### config.mk
export PLATFORM = sky130hd
export DESIGN_NAME = jace_video_gen_flat
export DESIGN_NICKNAME = d
export VERILOG_FILES = /design/src/rtl/jace_video_pkg.sv /design/src/rtl/jace_video_if.sv /design/src/rtl/jace_video_counters.sv /design/src/rtl/jace_video_gen.sv /design/src/flat_wrapper.sv
export SDC_FILE = /design/constraint.sdc
export NUM_CORES = 1
export LEC_CHECK = 0
export BUFFER_PORTS_ARGS = -buffer_cell sky130_fd_sc_hd__buf_2
export CAP_MARGIN = 15
export CORE_UTILIZATION = 50
export DETAILED_ROUTE_END_ITERATION = 7
export PLACE_DENSITY = 0.77
export SLEW_MARGIN = 20
export SYNTH_ARGS = -nofsm -noshare
export SYNTH_HDL_FRONTEND = slang
export SYNTH_HIERARCHICAL = 1
export SYNTH_SLANG_ARGS = --single-unit
### constraint.sdc
create_clock -name clkvideo -period 5.1 [get_ports clkvideo]
set_clock_uncertainty 0.1 [all_clocks]
set_input_delay 0 -clock clkvideo [delete_from_list [all_inputs] [get_ports clkvideo]]
set_output_delay 0 -clock clkvideo [all_outputs]
set_load 0.005 [all_outputs]
### src/rtl/jace_video_pkg.sv
// Jupiter Ace video generator: shared raster constants, default timing values,
// count types, the fetch-slot record handed from the counters to the fetch
// pipeline, and the screen-RAM index helper.
package jace_video_pkg;

  // Visible text area: 32 columns x 24 rows of 8x8 cells.
  localparam int COLS     = 32;
  localparam int ROWS     = 24;
  localparam int ACT_W    = COLS * 8;     // 256
  localparam int ACT_H    = ROWS * 8;     // 192
  localparam int SCR_SIZE = COLS * ROWS;  // 768

  // Default PAL-rate timing at a 6.5 MHz pixel clock.
  localparam int H_TOTAL_DEF     = 416;
  localparam int V_TOTAL_DEF     = 312;
  localparam int HSYNC_START_DEF = 320;
  localparam int HSYNC_LEN_DEF   = 32;
  localparam int VSYNC_START_DEF = 248;
  localparam int VSYNC_LEN_DEF   = 8;

  localparam int HC_W   = 9;
  localparam int VC_W   = 9;
  localparam int SCR_AW = 10;
  localparam int CHR_AW = 10;

  typedef logic [HC_W-1:0] hcount_t;
  typedef logic [VC_W-1:0] vcount_t;

  // Raster position of the upcoming cycle, reduced to what the fetch needs.
  typedef struct packed {
    logic [4:0] text_row;
    logic [4:0] col;
    logic [2:0] phase;
  } fetch_slot_t;

  // t*32 + c as a shift-add; 23*32+31 = 767 fits in 10 bits.
  function automatic logic [SCR_AW-1:0] scr_index(input logic [4:0] t,
                                                  input logic [4:0] c);
    return {t, 5'b00000} + {5'b00000, c};
  endfunction

endpackage

### src/rtl/jace_video_if.sv
// Video-RAM fetch and video output bundle of the Jupiter Ace video generator.
//   scr_addr/scr_data : screen RAM address (0..767) and 1-cycle-latency data
//   chr_addr/chr_data : char RAM address {code[6:0], row} and data, bit 7 leftmost
//   ri/gi/bi          : 3-bit colour, all ones = white, all zeros = black
//   hsync_n/vsync_n   : active-low syncs (vsync_n doubles as CPU INT)
//   vram_busy         : display fetch owns video RAM
// master = video generator, slave = RAM/scandoubler side.
interface jace_video_if;
  import jace_video_pkg::*;

  logic [SCR_AW-1:0] scr_addr;
  logic [7:0]        scr_data;
  logic [CHR_AW-1:0] chr_addr;
  logic [7:0]        chr_data;
  logic [2:0]        ri;
  logic [2:0]        gi;
  logic [2:0]        bi;
  logic              hsync_n;
  logic              vsync_n;
  logic              vram_busy;

  modport master (
    output scr_addr, chr_addr, ri, gi, bi, hsync_n, vsync_n, vram_busy,
    input  scr_data, chr_data
  );

  modport slave (
    input  scr_addr, chr_addr, ri, gi, bi, hsync_n, vsync_n, vram_busy,
    output scr_data, chr_data
  );

endinterface

### src/rtl/jace_video_counters.sv
// Raster counters for the Jupiter Ace video generator.
// hc counts 0..H_TOTAL-1 per line, vc counts 0..V_TOTAL-1 per frame. Sync and
// vram_busy are decoded from the next count and registered, so they change on
// the same edge as the counters.
// Ports:
//   clkvideo, rst  : pixel clock, asynchronous active-high reset
//   hc_phase       : hc[2:0] of the current cycle
//   glyph_row      : vc[2:0] of the current cycle
//   slot_nxt       : text row / column / phase of the next cycle
//   fetch_nxt      : next cycle lies inside the fetch region
//   hsync_n/vsync_n: registered active-low syncs
//   vram_busy      : registered fetch-region flag for the current cycle
module jace_video_counters
  import jace_video_pkg::*;
#(
  parameter int H_TOTAL     = H_TOTAL_DEF,
  parameter int V_TOTAL     = V_TOTAL_DEF,
  parameter int HSYNC_START = HSYNC_START_DEF,
  parameter int HSYNC_LEN   = HSYNC_LEN_DEF,
  parameter int VSYNC_START = VSYNC_START_DEF,
  parameter int VSYNC_LEN   = VSYNC_LEN_DEF
) (
  input  logic        clkvideo,
  input  logic        rst,
  output logic [2:0]  hc_phase,
  output logic [2:0]  glyph_row,
  output fetch_slot_t slot_nxt,
  output logic        fetch_nxt,
  output logic        hsync_n,
  output logic        vsync_n,
  output logic        vram_busy
);

  hcount_t hc;
  hcount_t hc_nxt;
  vcount_t vc;
  vcount_t vc_nxt;
  logic    running;

  // The first edge after reset only arms the counters, so that edge lands on
  // hc=0/vc=0 with the line-0 fetch outputs already presented.
  always_comb begin
    hc_nxt = hc;
    vc_nxt = vc;
    if (running) begin
      if (hc == hcount_t'(H_TOTAL - 1)) begin
        hc_nxt = '0;
        if (vc == vcount_t'(V_TOTAL - 1)) vc_nxt = '0;
        else                              vc_nxt = vc + vcount_t'(1);
      end else begin
        hc_nxt = hc + hcount_t'(1);
      end
    end
  end

  assign fetch_nxt = (int'(vc_nxt) < ACT_H) && (int'(hc_nxt) < ACT_W);
  assign slot_nxt  = '{text_row: vc_nxt[7:3], col: hc_nxt[7:3], phase: hc_nxt[2:0]};
  assign hc_phase  = hc[2:0];
  assign glyph_row = vc[2:0];

  always_ff @(posedge clkvideo or posedge rst) begin
    if (rst) begin
      hc        <= '0;
      vc        <= '0;
      running   <= 1'b0;
      hsync_n   <= 1'b1;
      vsync_n   <= 1'b1;
      vram_busy <= 1'b0;
    end else begin
      hc        <= hc_nxt;
      vc        <= vc_nxt;
      running   <= 1'b1;
      hsync_n   <= !((int'(hc_nxt) >= HSYNC_START) &&
                     (int'(hc_nxt) <  HSYNC_START + HSYNC_LEN));
      vsync_n   <= !((int'(vc_nxt) >= VSYNC_START) &&
                     (int'(vc_nxt) <  VSYNC_START + VSYNC_LEN));
      vram_busy <= fetch_nxt;
    end
  end

endmodule

### src/rtl/jace_video_gen.sv
// Jupiter Ace video generator top.
// Fetches a character code per 8-pixel column, then the glyph row for it, and
// shifts the (optionally inverted) glyph out MSB first as monochrome pixels.
// Column c's first pixel appears at hc=8c+9.
// Ports:
//   clkvideo : pixel clock
//   rst      : asynchronous active-high reset
//   vif      : jace_video_if.master (RAM fetch, RGB, syncs, vram_busy)
module jace_video_gen
  import jace_video_pkg::*;
#(
  parameter int H_TOTAL     = H_TOTAL_DEF,
  parameter int V_TOTAL     = V_TOTAL_DEF,
  parameter int HSYNC_START = HSYNC_START_DEF,
  parameter int HSYNC_LEN   = HSYNC_LEN_DEF,
  parameter int VSYNC_START = VSYNC_START_DEF,
  parameter int VSYNC_LEN   = VSYNC_LEN_DEF
) (
  input logic          clkvideo,
  input logic          rst,
  jace_video_if.master vif
);

  logic [2:0]  hc_phase;
  logic [2:0]  glyph_row;
  fetch_slot_t slot_nxt;
  logic        fetch_nxt;
  logic        in_fetch;
  logic        hsync_n;
  logic        vsync_n;

  jace_video_counters #(
    .H_TOTAL    (H_TOTAL),
    .V_TOTAL    (V_TOTAL),
    .HSYNC_START(HSYNC_START),
    .HSYNC_LEN  (HSYNC_LEN),
    .VSYNC_START(VSYNC_START),
    .VSYNC_LEN  (VSYNC_LEN)
  ) u_counters (
    .clkvideo (clkvideo),
    .rst      (rst),
    .hc_phase (hc_phase),
    .glyph_row(glyph_row),
    .slot_nxt (slot_nxt),
    .fetch_nxt(fetch_nxt),
    .hsync_n  (hsync_n),
    .vsync_n  (vsync_n),
    .vram_busy(in_fetch)
  );

  logic [SCR_AW-1:0] scr_addr_p0;
  logic [CHR_AW-1:0] chr_addr_p1;
  logic              inv_p1;
  logic              inv_p2;
  logic [7:0]        glyph_p2;
  logic [7:0]        shift_p3;
  logic              pix_p4;
  logic              addr_slot;
  logic              code_slot;
  logic              glyph_slot;
  logic              load_slot;

  always_comb begin
    addr_slot  = fetch_nxt && (slot_nxt.phase == 3'd0);
    code_slot  = in_fetch && (hc_phase == 3'd1);
    glyph_slot = in_fetch && (hc_phase == 3'd2);
    load_slot  = (hc_phase == 3'd7);
  end

  // p0: screen address, presented on the edge where hc becomes 8c
  always_ff @(posedge clkvideo or posedge rst) begin
    if (rst)            scr_addr_p0 <= '0;
    else if (addr_slot) scr_addr_p0 <= scr_index(slot_nxt.text_row, slot_nxt.col);
  end

  // p1: code arrives at hc=8c+1; the char address is driven straight from it
  // in that cycle and held in chr_addr_p1 afterwards.
  always_ff @(posedge clkvideo or posedge rst) begin
    if (rst) begin
      chr_addr_p1 <= '0;
      inv_p1      <= 1'b0;
    end else if (code_slot) begin
      chr_addr_p1 <= {vif.scr_data[6:0], glyph_row};
      inv_p1      <= vif.scr_data[7];
    end
  end

  // p2: glyph row arrives at hc=8c+2
  always_ff @(posedge clkvideo or posedge rst) begin
    if (rst) begin
      glyph_p2 <= '0;
      inv_p2   <= 1'b0;
    end else if (glyph_slot) begin
      glyph_p2 <= vif.chr_data;
      inv_p2   <= inv_p1;
    end
  end

  // p3: shifter; loads at hc=8c+7, black when the column is outside the fetch
  // region so the border and blanking drain to zero.
  always_ff @(posedge clkvideo or posedge rst) begin
    if (rst)            shift_p3 <= '0;
    else if (load_slot) shift_p3 <= in_fetch ? (glyph_p2 ^ {8{inv_p2}}) : 8'h00;
    else                shift_p3 <= {shift_p3[6:0], 1'b0};
  end

  // p4: registered pixel
  always_ff @(posedge clkvideo or posedge rst) begin
    if (rst) pix_p4 <= 1'b0;
    else     pix_p4 <= shift_p3[7];
  end

  assign vif.scr_addr  = scr_addr_p0;
  assign vif.chr_addr  = code_slot ? {vif.scr_data[6:0], glyph_row} : chr_addr_p1;
  assign vif.ri        = {3{pix_p4}};
  assign vif.gi        = {3{pix_p4}};
  assign vif.bi        = {3{pix_p4}};
  assign vif.hsync_n   = hsync_n;
  assign vif.vsync_n   = vsync_n;
  assign vif.vram_busy = in_fetch;

endmodule

### src/flat_wrapper.sv
// flat-port wrapper written by rule: the top's interface ports become plain ports
module jace_video_gen_flat import jace_video_pkg::*;
#(
  parameter int H_TOTAL     = H_TOTAL_DEF,
  parameter int V_TOTAL     = V_TOTAL_DEF,
  parameter int HSYNC_START = HSYNC_START_DEF,
  parameter int HSYNC_LEN   = HSYNC_LEN_DEF,
  parameter int VSYNC_START = VSYNC_START_DEF,
  parameter int VSYNC_LEN   = VSYNC_LEN_DEF
)
  (clkvideo, rst, vif_scr_addr, vif_chr_addr, vif_ri, vif_gi, vif_bi, vif_hsync_n, vif_vsync_n, vif_vram_busy, vif_scr_data, vif_chr_data);
  jace_video_if vif_i ();
  input logic clkvideo;
  input logic rst;
  output wire logic [$bits(vif_i.scr_addr)-1:0] vif_scr_addr;
  output wire logic [$bits(vif_i.chr_addr)-1:0] vif_chr_addr;
  output wire logic [$bits(vif_i.ri)-1:0] vif_ri;
  output wire logic [$bits(vif_i.gi)-1:0] vif_gi;
  output wire logic [$bits(vif_i.bi)-1:0] vif_bi;
  output wire logic [$bits(vif_i.hsync_n)-1:0] vif_hsync_n;
  output wire logic [$bits(vif_i.vsync_n)-1:0] vif_vsync_n;
  output wire logic [$bits(vif_i.vram_busy)-1:0] vif_vram_busy;
  input wire logic [$bits(vif_i.scr_data)-1:0] vif_scr_data;
  input wire logic [$bits(vif_i.chr_data)-1:0] vif_chr_data;
  assign vif_scr_addr = vif_i.scr_addr;
  assign vif_chr_addr = vif_i.chr_addr;
  assign vif_ri = vif_i.ri;
  assign vif_gi = vif_i.gi;
  assign vif_bi = vif_i.bi;
  assign vif_hsync_n = vif_i.hsync_n;
  assign vif_vsync_n = vif_i.vsync_n;
  assign vif_vram_busy = vif_i.vram_busy;
  assign vif_i.scr_data = vif_scr_data;
  assign vif_i.chr_data = vif_chr_data;
  jace_video_gen #(.H_TOTAL(H_TOTAL), .V_TOTAL(V_TOTAL), .HSYNC_START(HSYNC_START), .HSYNC_LEN(HSYNC_LEN), .VSYNC_START(VSYNC_START), .VSYNC_LEN(VSYNC_LEN)) u_core (.clkvideo(clkvideo), .rst(rst), .vif(vif_i));
endmodule
==> results of run 1 <==
-- state kept, by name, summed over array words and instances, names as in the netlist --
register,count
u_core/glyph_p2,8
u_core/u_counters/vram_busy,1
u_core/u_counters/vc,9
u_core/u_counters/vsync_n,1
u_core/inv_p1,1
u_core/u_counters/hsync_n,1
u_core/u_counters/running,1
u_core/u_counters/hc,9
u_core/shift_p3,8
u_core/vif.scr_addr,10
u_core/pix_p4,1
u_core/inv_p2,1
u_core/chr_addr_p1,10
-- cell type report --
| cell class | instances | area (sq um) | share of cell area, % |
|---|---|---|---|
| Timing Repair Buffer | 67 | 423 | 12.6 |
| Tap cell | 72 | 90.1 | 2.68 |
| Multi-Input combinational cell | 136 | 1150 | 34.1 |
| Sequential cell | 61 | 1530 | 45.4 |
| Clock buffer | 15 | 156 | 4.65 |
| Inverter | 5 | 18.8 | 0.558 |
-- critical path, cell delays in order (launching register included) --
cell and delay (ns):
dfrtp_1 0.46, ha_1 0.20, and3_1 0.32, and3_1 0.54, a41oi_2 0.23, nor3_1 0.29
nor4b_4 0.66, mux2_2 0.41
-- kinds of logic after synthesis --
logic type,Yosys count
other,1
xor gates and xnor gates,15
and+or+nand+nor,59
buffers and inverters,43
muxes,32
adders and majority gates,2
AOI/OAI and AO/OA,27
DFF,61
-- per-stage QoR --
step / utilization, % / power (W) / hold WS, ns / std cells / setup WS, ns
final: 60.0 / 0.00160 / 0.0327 / 356 / 1.77
after global routing: 60.0 / 0.00171 / 0.0658 / 356 / 1.45
after CTS: 60.0 / 0.00161 / 0.0270 / 356 / 1.77
after detailed placement: 54.2 / 0.00124 / -0.162 / 324 / 1.78
after global placement: 54.0 / 0.00121 / -0.161 / 324 / 1.61
after floorplan: - / 0.00119 / -0.112 / 240 / 2.53
-- placed cells by master (no fill, tap or decap), types with 5 or more instances in the layout --
| cell | count |
|---|---|
| a21oi_1 | 5 |
| buf_2 | 49 |
| clkbuf_1 | 5 |
| clkbuf_8 | 10 |
| dfrtp_1 | 59 |
| dlygate4sd3_1 | 17 |
| inv_1 | 5 |
| mux2_2 | 21 |
| mux2_4 | 10 |
| nand2_1 | 15 |
| nand3_1 | 7 |
| nand4_1 | 6 |
| o21ai_0 | 5 |
| o2bb2ai_1 | 7 |
| xnor2_1 | 14 |
-- routing by layer --
layer	share of wire (%)	vias up	track usage, %
met5	0	-	0
met4	2.3	0	10.2
met3	6.1	10	5.17
met2	46	65	28.0
met1	45	916	22.7
li1	-	906	-
-- worst paths after layout --
check | endpoint | cells after the start
min in group clkvideo | u_core/pix_p4$_DFF_PP0_ | 0
max in group asynchronous | u_core/u_counters/hc[6]$_DFF_PP0_ | 3
hold / removal | u_core/chr_addr_p1[1]$_DFF_PP0_ | 3
setup reg to reg | u_core/vif.scr_addr[3]$_DFFE_PP0P_ | 7
hold reg to reg | u_core/pix_p4$_DFF_PP0_ | 0
setup / recovery | u_core/vif.scr_addr[3]$_DFFE_PP0P_ | 7
-- power groups by stage --
stage / registers (W) / logic, W / clock network, W
2_1_floorplan: 0.000699 / 0.000494 / 0
3_5_place_dp: 0.000737 / 0.000504 / 0
3_3_place_gp: 0.000728 / 0.000481 / 0
6_report: 0.000731 / 0.000510 / 0.000355
4_1_cts: 0.000729 / 0.000515 / 0.000365
5_1_grt: 0.000751 / 0.000565 / 0.000390
==> summary.txt, run 1 <==
Pwr
  • P_sw: approximately 0.0005 W
  • Lkg Pwr: 1.55 nW
  • Comb power frac: 32.0%
  • Maximum vdd ir drop: between 0.0002 and 0.0003 V
  • Internal power: about 0.0011 W
  • Sw frac: 30.7%
  • Sequential power share: between 40% and 50%
  • Clock power share: between 20% and 30%
  • PwrDens: 474 nW/um^2

CTS
  • Post-CTS sizing: 0
  • Clock sinks: 61
  • Root buf cell: clkbuf_8
  • Clock-pin slew on the worst setup and hold paths: 0.06 ns
  • Max Buffers Root-to-Sink: 2
  • TritonCTS clock tree: yes
  • Setup Buffers After CTS: 0
  • Htree depth: 3
  • Total CTS buffers: 9
  • CTS Hold Bufs: 17
  • Worst skew pair latency: about 0.34 ns

Setup path
  • Critical path class: reg2reg
  • FF-to-FF setup slack: about 1.8 ns
  • Crit path max fanout: 15
  • Worst path arrival time: roughly 3.5 ns
  • Setup crit start kind: flip-flop
  • Worst Setup End Kind: flip-flop
  • Req. time, crit path: 5.22 ns
  • Reg-to-reg startpoint: u_core/u_counters/hc[0]$_DFF_PP0_
  • Critical Path Source: u_core/u_counters/hc[0]$_DFF_PP0_

Cells and area
  • Layout cell share with drive strength beyond 1: between 30% and 40%
  • Area Overhead vs Synth: 13.6%
  • Fill count: 467
  • Fin area: ~3400 sq um
  • N_diodes: 0
  • Fin nets: 300

Logic synthesis
  • Adder-cell share of the synthesized area: less than 1%
  • Syn nets: between 200 and 300
  • Top_reg_cell synth: dfrtp_1
  • Asr flop ratio synth: 100%
  • Synth cell types: 47
  • Cells after Synth: between 200 and 250
  • Mapped cell area: between 2000 and 3000 sq um
  • Area contributors post-synth: dfrtp_1, mux2_2, buf_4
  • Synth Area in Simple Gates: roughly 13%
  • Yosys top cell by area: dfrtp_1
  • Post-synthesis sequential area ratio: 51.6%
  • Synth Area in Compound Gates: 6.67%
  • Avg Cell Area, Syn: 12.3 sq um
  • Yosys warns: 6
  • Synth top cells by count: dfrtp_1, buf_4, mux2_2
  • Post-synthesis mux area share: between 10% and 20%
  • FF+latch count, synth: just over 60
  • Number of synthesized flops with an enable pin: 0
  • Synth Area in XOR/XNOR: approximately 4.4%
  • Main combinational cell family by area after synthesis: multiplexers
  • Yosys top cell area share: between 40% and 50%
  • Most frequent cell after synthesis: dfrtp_1

Routing
  • Drt wl/cell: around 14 um
  • ANT nets after route: 0
  • Final routed DRC violation total: 0
  • Vias after detailed routing: between 1,500 and 2,000
  • Total iterations of the first detailed-routing run: 4
  • Initial DRC count: 62
  • Routed wire length: around 5 mm
  • Vias per cell: around 5.3

Global routing
  • Largest net degree at the start of global routing: 34
  • Remaining global-route overflow: 0
  • First-pass GRT wire length: approximately 8.4 mm
  • Antenna violations before repair: 0
  • Total track usage: about 18%
  • Vias in the first global route: 1,871

STA
  • Final Critical Period: ~3.3 ns
  • Final period util: roughly two thirds
  • Peak Freq: 0.301 GHz
  • RSZ-0062 raised after global routing: false
  • Final Hold Viols: 0
  • Slew @ Worst Pin: 0.846 ns
  • Slew headroom: a little over two fifths
  • Slew Viols, Final: 0
  • Setup TNS: 0 ns
  • Setup Viol. Count Final: 0

Place
  • Detailed placement HPWL: approximately 3.4 mm
  • PortBufs: 49
  • Placed Area: 3040 sq um
  • Gpl congestion: around 0.85

Floorplan
  • Core box area: between 5000 and 6000 sq um
  • Initial core utilization: 52.8%
  • Die X-Extent: 79.0 um
  • Die Y: between 70 and 80 um
  • Die area: 6240 sq um
  • Num rows: 27
  • IO Count: 50

Min path
  • Hold Crit Class: in2async

Run status
  • Status: finished, final reports clean

Run
  • Max_cap viols: 0
Power figures use the tool's default switching activity.
==> run 2: changes to the inputs <==
PLACE_DENSITY = 0.8   (was 0.77)
clock period = 2.9 ns   (was 5.1 ns; I/O delays follow)
==> summary.txt, run 2 (synthesis results as in run 1) <==
Cells and area
  • N_diodes: 0 (unchanged)
  • Fin nets: 304 (was 300)
  • Commonest non-fill, non-tap cells in the layout: dfrtp_1, buf_2, mux2_2 (unchanged)
  • Layout cell share with drive strength beyond 1: 38.9% (was 35.9%)
  • Commonest non-fill, non-tap cell in the layout: dfrtp_1 (unchanged)
  • Area Overhead vs Synth: 15.5% (was 13.6%)

Pwr
  • Lkg Pwr: 1.58 nW (was 1.55 nW)
  • Maximum vdd ir drop: 0.000417 V (was 0.000286 V)
  • Total power draw: 0.00289 W (was 0.00160 W)
  • PwrDens: 845 nW/um^2 (was 474 nW/um^2)

STA
  • Slew @ Worst Pin: 0.838 ns (was 0.846 ns)
  • RSZ-0062 raised after global routing: false (unchanged)
  • Setup Viol. Count Final: 0 (unchanged)
  • Final Hold Viols: 0 (unchanged)
  • Final Critical Period: 2.69 ns (was 3.33 ns)
  • Peak Freq: 0.372 GHz (was 0.301 GHz)
  • Slew Viols, Final: 0 (unchanged)
  • Final period util: 92.7% (was 65.2%)
  • Slew headroom: 44.1% (was 43.6%)
  • Setup TNS: 0 ns (unchanged)

Setup path
  • Worst path arrival time: 2.81 ns (was 3.45 ns)
  • Critical path class: reg2reg (unchanged)
  • Worst path slowest cell: dfrtp_1 (was nor4b_4)
  • Crit path max fanout: 8 (was 15)
  • Worst Setup End Kind: flip-flop (unchanged)
  • WP buf/inv: 1 (was 0)
  • Cell Chain, Critical Path: ha_1 -> and3_2 -> and3_2 -> a21oi_1 -> a41oi_2 -> nor3_2 -> nor4b_4 -> buf_4 -> mux2_2 (was ha_1 -> and3_1 -> and3_1 -> a41oi_2 -> nor3_1 -> nor4b_4 -> mux2_2)
  • Req. time, crit path: 3.02 ns (was 5.22 ns)
  • Largest stage delay, worst path: 0.43 ns (was 0.66 ns)
  • Cell family with most CP delay: simple AND/OR/NAND/NOR gates (unchanged)
  • Setup crit start kind: flip-flop (unchanged)
  • Most used cell, CP: and3_2 (was and3_1)

Floorplan
  • Die X-Extent: 79.0 um (unchanged)
  • Num rows: 27 (unchanged)
  • Core box area: 5610 sq um (unchanged)
  • Die Y: 79.0 um (unchanged)
  • IO Count: 50 (unchanged)
  • Initial core utilization: 52.8% (unchanged)
  • Die area: 6240 sq um (unchanged)

Routing
  • Vias after detailed routing: 1,882 (was 1,897)
  • ANT nets after route: 0 (unchanged)
  • Initial DRC count: 85 (was 62)
  • Drt wl/cell: 14.3 um (about the same)
  • Metal3 WL: 274 um (was 310 um)
  • Wl on met1: 2.40 mm (was 2.30 mm)
  • Final routed DRC violation total: 0 (unchanged)
  • Uppermost layer routed: met4 (unchanged)
  • Total iterations of the first detailed-routing run: 4 (unchanged)
  • Vias per cell: 5.23 (was 5.33)
  • Routed wire length: 5.14 mm (was 5.09 mm)
  • Routed met2 length: 2.41 mm (was 2.36 mm)

Global routing
  • Vias in the first global route: 1,781 (was 1,871)
  • Largest net degree at the start of global routing: 23 (was 34)
  • Total track usage: 18.1% (about the same)
  • Remaining global-route overflow: 0 (unchanged)
  • Antenna violations before repair: 0 (unchanged)
  • First-pass GRT wire length: 8.31 mm (was 8.40 mm)

Run status
  • Status: finished, final reports clean (unchanged)

CTS
  • Max Buffers Root-to-Sink: 2 (unchanged)
  • TritonCTS clock tree: yes (unchanged)
  • Root buf cell: clkbuf_8 (unchanged)
  • Total CTS buffers: 9 (unchanged)
  • Setup Buffers After CTS: 0 (unchanged)
  • Clock-pin slew on the worst setup and hold paths: 0.06 ns (about the same)
  • Worst skew pair latency: 0.34 ns (about the same)
  • Clock sinks: 61 (unchanged)
  • Htree depth: 3 (unchanged)

Place
  • Detailed placement HPWL: 3.58 mm (was 3.37 mm)
  • Gpl congestion: 0.869 (was 0.849)
  • PortBufs: 49 (unchanged)

Run
  • Max_cap viols: 0 (unchanged)

Min path
  • Hold Crit Class: in2async (unchanged)
run 2: cell count changes in the layout (fill, tap and decap cells not counted):
cell	delta
clkbuf_1	-3
nor3_1	-1
nor3_2	+1
clkinv_2	+1
and3_2	+2
buf_4	+4
and3_1	-2
clkbuf_8	+2
run 2: worst reg2reg max path: stages (launching register included):
cell and delay [ns]:
dfrtp_1 0.43, ha_1 0.21, and3_2 0.26, and3_2 0.26, a21oi_1 0.18, a41oi_2 0.08, nor3_2 0.26, nor4b_4 0.25
buf_4 0.21, mux2_2 0.34
run 2: layout make-up:
cell class | instances | area [sq um]
multi-input combinational | 136 | 1150
tap | 72 | 90.1
fill | 461 | 2180
clock buffer | 14 | 173
timing repair buffer | 71 | 453
clock inverter | 1 | 5.00
inverter | 5 | 18.8
sequential | 61 | 1530
run 2: worst paths after layout:
check	startpoint	to	slack (ns)	depth (start not counted)
hold reg to reg	u_core/shift_p3[7]$_DFF_PP0_	u_core/pix_p4$_DFF_PP0_	0.25	0
min in group clkvideo	u_core/shift_p3[7]$_DFF_PP0_	u_core/pix_p4$_DFF_PP0_	0.25	0
setup / recovery	u_core/u_counters/hc[1]$_DFF_PP0_	u_core/vif.scr_addr[0]$_DFFE_PP0P_	0.21	9
max in group asynchronous	rst	u_core/shift_p3[1]$_DFF_PP0_	1.69	4
setup reg to reg	u_core/u_counters/hc[1]$_DFF_PP0_	u_core/vif.scr_addr[0]$_DFFE_PP0P_	0.21	9
hold / removal	rst	u_core/chr_addr_p1[3]$_DFF_PP0_	0.25	3
run 2: repair_timing:
| item | in CTS | in global routing |
|---|---|---|
| hold buffers | 17 | 0 |
| resized for setup | 0 | 4 |
| endpoints found under the hold margin | 54 | 0 |
| setup endpoints to repair | 0 | 10 |
run 2: stage by stage:
step                      hold WS, ns  worst slack (ns)  cells  instance area [sq um]  utilization [%]
final                           0.247             0.211    360                   3420             61.0
after global routing            0.268            0.0395    360                   3420             61.0
after CTS                       0.251            0.0644    360                   3410             60.8
after detailed placement       0.0904            0.0611    328                   3060             54.6
after global placement         0.0712             0.238    328                   3060             54.6
after floorplan                -0.112             0.332    240                   2960                -
run 2: per-layer routing:
layer | track usage (%) | up-vias
met5 | 0 | -
met4 | 7.09 | 0
met3 | 7.47 | 6
met2 | 28.4 | 58
met1 | 22.3 | 912
li1 | - | 906
run 2: power by group:
group	leakage (nW)	internal [W]	switching, W
sequential	0.778	0.00109	0.000183
combinational	0.713	0.000549	0.000394
clock	0.0926	0.000375	0.000300
total	1.58	0.00202	0.000877
